$ cat src/rtl/rotl_pkg.sv
// Shared constants and rotate helpers for the pipelined left-rotator.
// Helpers work on a wide word and an explicit active width so any power-of-two WIDTH can use them.
package rotl_pkg;

  localparam int ROTL_WIDTH = 8;
  localparam int ROTL_MAX_W = 64;

  typedef logic [ROTL_MAX_W-1:0] rotl_word_t;

  // Rotate the low w bits of data left by a fixed amount sh; bits above w come back as zero.
  function automatic rotl_word_t rotl_by(input rotl_word_t data, input int unsigned sh,
                                         input int unsigned w);
    rotl_word_t res;
    res = '0;
    for (int unsigned i = 0; i < ROTL_MAX_W; i++) begin
      if (i < w) begin
        res[(i + sh) % w] = data[i];
      end
    end
    return res;
  endfunction

  // Reference full rotate written as plain shift-or arithmetic.
  function automatic rotl_word_t rotl_full(input rotl_word_t data, input int unsigned n,
                                           input int unsigned w);
    rotl_word_t mask;
    rotl_word_t d;
    mask = (w >= ROTL_MAX_W) ? '1 : ((rotl_word_t'(1) << w) - rotl_word_t'(1));
    d = data & mask;
    if (n == 0) begin
      return d;
    end
    return ((d << n) | (d >> (w - n))) & mask;
  endfunction

endpackage

$ cat src/rtl/rotl_stage.sv
// One register stage of the rotator: conditional rotate-left by 2^SHIFT_BIT
// plus the valid/ready slot logic that lets bubbles collapse under back-pressure.
module rotl_stage
  import rotl_pkg::*;
#(
  parameter int WIDTH     = ROTL_WIDTH,
  parameter int AMT_W     = $clog2(WIDTH),
  parameter int SHIFT_BIT = 0
) (
  input  logic             clk,
  input  logic             rst_n,
  input  logic             prev_valid,
  input  logic [WIDTH-1:0] prev_data,
  input  logic [AMT_W-1:0] prev_amt,
  output logic             prev_ready,
  output logic             valid,
  output logic [WIDTH-1:0] data,
  output logic [AMT_W-1:0] amt,
  input  logic             next_ready
);

  logic             valid_q, valid_d;
  logic [WIDTH-1:0] data_q, data_d;
  logic [AMT_W-1:0] amt_q, amt_d;
  logic [WIDTH-1:0] rot_data;

  always_comb begin
    prev_ready = !valid_q || next_ready;
    rot_data   = prev_amt[SHIFT_BIT]
               ? WIDTH'(rotl_by(ROTL_MAX_W'(prev_data), 32'(1) << SHIFT_BIT, WIDTH))
               : prev_data;
    valid_d = valid_q;
    data_d  = data_q;
    amt_d   = amt_q;
    if (prev_ready) begin
      valid_d = prev_valid;
      // A bubble advances the valid bit only; the payload keeps its last value.
      if (prev_valid) begin
        data_d = rot_data;
        amt_d  = prev_amt;
      end
    end
  end

  always_ff @(posedge clk or negedge rst_n) begin
    if (!rst_n) begin
      valid_q <= 1'b0;
      data_q  <= '0;
      amt_q   <= '0;
    end else begin
      valid_q <= valid_d;
      data_q  <= data_d;
      amt_q   <= amt_d;
    end
  end

  assign valid = valid_q;
  assign data  = data_q;
  assign amt   = amt_q;

endmodule

$ cat src/rtl/barrel_rotl_pipe.sv
// Pipelined logarithmic left-rotator: AMT_W rotl_stage instances, LSB amount bit first,
// chained through a per-stage ready path so the pipe holds AMT_W words.
module barrel_rotl_pipe
  import rotl_pkg::*;
#(
  parameter  int WIDTH = ROTL_WIDTH,
  localparam int AMT_W = $clog2(WIDTH)
) (
  input  logic             clk,
  input  logic             rst_n,
  input  logic             in_valid,
  output logic             in_ready,
  input  logic [WIDTH-1:0] in_data,
  input  logic [AMT_W-1:0] in_amt,
  output logic             out_valid,
  input  logic             out_ready,
  output logic [WIDTH-1:0] out_data
);

  logic             stage_valid [AMT_W];
  logic [WIDTH-1:0] stage_data  [AMT_W];
  logic [AMT_W-1:0] stage_amt   [AMT_W];
  logic             stage_ready [AMT_W+1];
  logic [AMT_W-1:0] tail_amt_unused;

  assign stage_ready[AMT_W] = out_ready;
  assign in_ready           = stage_ready[0];
  assign out_valid          = stage_valid[AMT_W-1];
  assign out_data           = stage_data[AMT_W-1];
  // The last stage's carried amount has no consumer downstream.
  assign tail_amt_unused    = stage_amt[AMT_W-1];

  generate
    for (genvar gi = 0; gi < AMT_W; gi++) begin : g_stage
      logic             src_valid;
      logic [WIDTH-1:0] src_data;
      logic [AMT_W-1:0] src_amt;

      if (gi == 0) begin : g_head
        assign src_valid = in_valid;
        assign src_data  = in_data;
        assign src_amt   = in_amt;
      end else begin : g_body
        assign src_valid = stage_valid[gi-1];
        assign src_data  = stage_data[gi-1];
        assign src_amt   = stage_amt[gi-1];
      end

      rotl_stage #(
        .WIDTH    (WIDTH),
        .AMT_W    (AMT_W),
        .SHIFT_BIT(gi)
      ) u_stage (
        .clk       (clk),
        .rst_n     (rst_n),
        .prev_valid(src_valid),
        .prev_data (src_data),
        .prev_amt  (src_amt),
        .prev_ready(stage_ready[gi]),
        .valid     (stage_valid[gi]),
        .data      (stage_data[gi]),
        .amt       (stage_amt[gi]),
        .next_ready(stage_ready[gi+1])
      );
    end
  endgenerate

endmodule

$ cat config.mk
export PLATFORM = sky130hd
export DESIGN_NAME = barrel_rotl_pipe
export DESIGN_NICKNAME = d
export VERILOG_FILES = /design/src/rtl/rotl_pkg.sv /design/src/rtl/rotl_stage.sv /design/src/rtl/barrel_rotl_pipe.sv
export SDC_FILE = /design/constraint.sdc
export NUM_CORES = 1
export LEC_CHECK = 0
export ABC_AREA = 0
export CAP_MARGIN = 10
export CORE_ASPECT_RATIO = 1.4
export CORE_UTILIZATION = 54
export CTS_BUF_LIST = sky130_fd_sc_hd__clkbuf_2
export DETAILED_ROUTE_END_ITERATION = 8
export PLACE_DENSITY_LB_ADDON = 0.15
export SYNTH_ARGS = -nofsm -noshare
export SYNTH_HDL_FRONTEND = slang
export SYNTH_SLANG_ARGS = --single-unit
$ cat constraint.sdc
create_clock -name clk -period 1.6 [get_ports clk]
set_input_delay 0.32 -clock clk [delete_from_list [all_inputs] [get_ports clk]]
set_output_delay 0.32 -clock clk [all_outputs]
set_load 0.1 [all_outputs]
# After elaboration in Yosys (flattened, before gate mapping)
# Cells that the tools add are included.
[word_totals]
regBits = 33
latchBits = 0
ramBits = 0
mem_bits_ro = 0
in_bits = 15
wordCells = 20
memories = 0
[classes]
n_addsub = 0
n_mul = 0
div_mod_pow = 0
magnitude_cmp = 0
n_eq_ne = 0
shifts = 0
n_mux = 3
bitwise = 0
n_reduce_logical = 9
[op_table]
columns = ["op", "n"]
rows = [
  ["8-bit two-way mux", 3],
  ["2-bit AND reduction", 3],
  ["1-bit zero test", 3],
  ["1-bit logical OR", 3],
]

# Logic depth before layout (Yosys ltp)
[depth]
ltp_word = 5
mapped_depth = 5

# By module
# A second synthesis with hierarchy kept.
[hier_totals]
cells_unflattened = 141
area_unflattened_um2 = 1798.0
[modules_own_cells]
columns = ["module", "instances", "cells_per_inst", "area_each_um2"]
rows = [
  ["rotl_stage", 3, 47, 599.3],
]

# Least setup slack after synthesis
# No wires, ideal clock.
[synth_path]
path_type = "register -> register"
from = "register g_stage[2].u_stage.valid_q"
to = "register g_stage[1].u_stage.amt_q[2]"
arrival_time_ns = 1.771
required_time_ns = 1.475
path_slack_ns = -0.295
path_stages_with_launch = 4
n_path_buf = 0
synth_period_minus_slack_ns = 1.895
cell_sequence = "dfrtp_1 -> nand2b_2 -> o21ai_4 -> mux2_2"
[synth_between]
elab_chain_cells = 4
[synth_lines]
columns = ["item", "line", "text"]
rows = [
  ["from (decl)", "rotl_stage.sv:22", "logic valid_q, valid_d;"],
  ["from (signal assigned)", "rotl_stage.sv:51", "valid_q <= valid_d;"],
  ["1-bit zero test", "rotl_stage.sv:28", "prev_ready = !valid_q || next_ready;"],
  ["1-bit logical OR (2 in a row)", "rotl_stage.sv:28", ""],
  ["2-bit AND reduction (no source line)", "-", ""],
  ["to (signal assigned)", "rotl_stage.sv:53", "amt_q <= amt_d;"],
  ["to (decl)", "rotl_stage.sv:24", "logic [AMT_W-1:0] amt_q, amt_d;"],
]
# Every way passes these cells.
# A chain may end at the register's enable or synchronous reset.

# Worst setup path in the final report
[layout_path]
from = "input out_ready"
to = "output in_ready"
[layout_between]
elab_chain_cells = 3
[layout_lines]
columns = ["item", "line", "text"]
rows = [
  ["from (decl)", "barrel_rotl_pipe.sv:16", "input logic out_ready,"],
  ["1-bit logical OR (3 in a row)", "rotl_stage.sv:28", ""],
  ["to (decl)", "barrel_rotl_pipe.sv:12", "output logic in_ready,"],
]
# Every way passes these cells.

==> results.txt <==
Status -> complete, no violations
Number of global-route vias before repair -> 1084
Clk_skew -> 0.0107 ns
Post-DR wirelength/cell -> 15.0 µm
Crit path max-delay cell type -> clkdlybuf4s50_1
Share of layout cells above drive strength 1 -> 34.5%
Gr usage total -> 23.6%
Gate Count Post-Synth -> 115
Setup CP Type -> in -> out
Die Height -> 62.8 µm
Final period utilization -> 97.5%
Critical Path Fanout Max -> 5
IO buf count -> 24
RSZ-0062 raised after global routing -> false
Top Family by Delay on Critical Path -> buffers and inverters
Avg Inst Size Synth -> 12.4 µm²
Cell area after technology mapping -> 0.00143 mm²
Highest metal used -> met4
Clk slew on worst S/H paths -> 0.15 ns
Cell Pwr Density -> 1670 mW/mm²
Crit path time final -> 1.56 ns
Worst Hold Margin -> 0.327 ns
Register area share after synthesis -> 52.7%
Die W -> 45.4 µm
Hold Vio Cnt, Final -> 0
Worst slew pin tran -> 0.431 ns
CP peak stage delay -> 0.44 ns
Placer congestion estimate -> 0.794
Ports -> 25
Synth-to-layout area growth -> 32.4%
Startpoint Class -> input pin
Cell taking the most area after synthesis -> dfrtp_1
Initial antenna violation count -> 0
Critical path, cell by cell -> clkdlybuf4s50_1, nand4b_4, buf_12
Vias/cell -> 5.58
Syn Nets -> 130
Metal2 WL -> 1.58 mm
Setup WS post-layout -> 0.0403 ns
Sink Count -> 30
CTS tree -> built
Starting Density -> 58.3%
Max cap viols -> 0
Worst reg2reg path endpoint -> g_stage[2].u_stage.data[7]$_DFFE_PN0P_
CP bufs+invs -> 2
CTS max path bufs -> 2
TritonCTS Buffers -> 5
FF-to-FF path depth -> 5
Core area -> 0.00244 mm²
Crit end category -> output pin
Top post-synthesis cells by area -> dfrtp_1 53%, mux2_2 15%, mux2i_1 11%
Worst Path Arrival -> 1.24 ns
Area of the die -> 0.00285 mm²
Max IR drop VDD -> 820 µV
Slew Limit Fails -> 0
Final nets -> 162
Final setup fails -> 0
Layout Cells excl Fill -> 182
Max Clk Rate -> 641 MHz
Worst reg2reg setup slack -> 0.15 ns
Worst R2R Start -> g_stage[2].u_stage.valid$_DFFE_PN0P_
H-tree Lvls -> 2
Antenna cells -> 0
Utilization after layout -> 77.2%
Iter 0 DRT Violations -> 21
Vias -> 1015
DRT met1 WL -> 1.02 mm
Met3 wire length -> 83 µm
Clk Latency, worst-skew pair -> 0.35 ns
FP Rows -> 21
GRT overflow -> 0
Detailed Place HPWL -> 2.12 mm
Antenna Nets Post-Route -> 0
Setup Slack @ Placement -> -0.172 ns
Placed insts -> 173
#FFs+latches synth -> 30
Leakage -> 0.000812 µW
First-pass detailed-route iteration total -> 3
Drt drc -> 0
Hold Path Class -> in -> async
Largest net degree at the start of global routing -> 31
Post-synth top area share -> 52.7%
Netlist cell types -> 18
Worst Path Required -> 1.28 ns
First-pass GRT wire length -> 4.72 mm
Max_slew headroom -> 71.2%
Root buf cell -> clkbuf_2
Final WL -> 2.74 mm
Synth warn -> 0
==> synth_stat cells <==
library cell	count
buf_6	1
inv_1	1
nand2_1	2
dfrtp_1	30
clkbuf_2	2
mux2_2	19
a31oi_1	8
nand2b_2	1
mux2i_1	16
and2_0	1
a21oi_1	24
nand4b_4	1
clkbuf_1	3
nand2b_1	1
buf_4	1
o21ai_4	1
o21bai_1	1
buf_2	2
==> final cells by class <==
class                   count  area (µm²)
flip-flops and latches     30         753
multi-input cells          75         621
fillers                   164         557
repair buffers             34         428
well taps                  34        42.5
clock buffers               6        30.0
clock inverters             2        8.76
inverters                   1        3.75
==> worst register-to-register path, cell delays in order, from the launching register on <==
cell and delay (ns):
dfrtp_2 0.45, buf_4 0.16, nand2b_2 0.10, buf_4 0.13
and2_0 0.35, a21oi_1 0.14
==> cells by family (layout without fill, tap and decap cells) <==
logic type,after synthesis,after routing,synth area share (%)
multiplexers,35,35,26.3
AO/OA/AOI/OAI,34,34,13.6
flip-flops,30,30,52.7
buffers and inverters,10,43,3.78
AND/OR/NAND/NOR,6,6,3.69
==> flip-flops by register name, indices dropped and copies added (netlist names) <==
register	count
g_stage.u_stage.data	24
g_stage.u_stage.amt	3
g_stage.u_stage.valid	3
==> worst max-delay path by stage <==
stage,start,to,slack (ns),cells past startpoint
after detailed placement,out_ready,g_stage[1].u_stage.amt[2]$_DFFE_PN0P_,-0.17,4
after CTS,out_ready,in_ready,0.05,3
final,out_ready,in_ready,0.04,3
after global routing,g_stage[0].u_stage.valid$_DFFE_PN0P_,in_ready,0.00006,2
after floorplan,g_stage[2].u_stage.valid$_DFFE_PN0P_,g_stage[1].u_stage.amt[2]$_DFFE_PN0P_,0.02,3
after global placement,out_ready,g_stage[1].u_stage.amt[2]$_DFFE_PN0P_,-0.1,4
==> repair_timing <==
| action | 4_1_cts | 5_1_grt |
|---|---|---|
| hold endpoints to repair | 0 | 0 |
| endpoints found under the setup margin | 1 | 0 |
| resized for setup | 1 | 0 |
| hold buffers | 0 | 0 |
| setup buffers | 2 | 0 |
==> routing by layer <==
metal / GRT usage (%) / up-vias
li1: - / 486
met1: 23.8 / 490
met2: 41.8 / 31
met3: 6.36 / 8
met4: 11.4 / 0
met5: 0 / -
==> per-stage QoR <==
step                      total power [µW]  instance area [µm²]  TNS (ns)
final                                 3150                 1890         0
after global routing                  3310                 1890         0
after CTS                             3170                 1890         0
after detailed placement              2820                 1850     -2.44
after global placement                2760                 1850     -1.16
after floorplan                       2190                 1430         0
==> power by group <==
part	internal, µW	total, µW	switching (µW)
Combinational	654	1600	945
Clock	107	358	250
Sequential	967	1190	228
==> cells in the final DEF (no fill, tap or decap) <==
cell | netlist | routed
nand2b_2 | 1 | 1
a21oi_1 | 24 | 24
clkinv_1 | 0 | 1
mux2i_1 | 16 | 16
and2_0 | 1 | 1
nand4b_4 | 1 | 1
dfrtp_2 | 0 | 2
buf_4 | 1 | 9
clkdlybuf4s50_1 | 0 | 14
a31oi_1 | 8 | 8
dfrtp_1 | 30 | 28
mux2_2 | 19 | 19
buf_12 | 0 | 11
clkinv_2 | 0 | 1
clkbuf_2 | 2 | 6
o21ai_4 | 1 | 1
inv_1 | 1 | 1
nand2_1 | 2 | 2
o21bai_1 | 1 | 1
nand2b_1 | 1 | 1
Note: power is estimated with default switching activity, not from simulation.
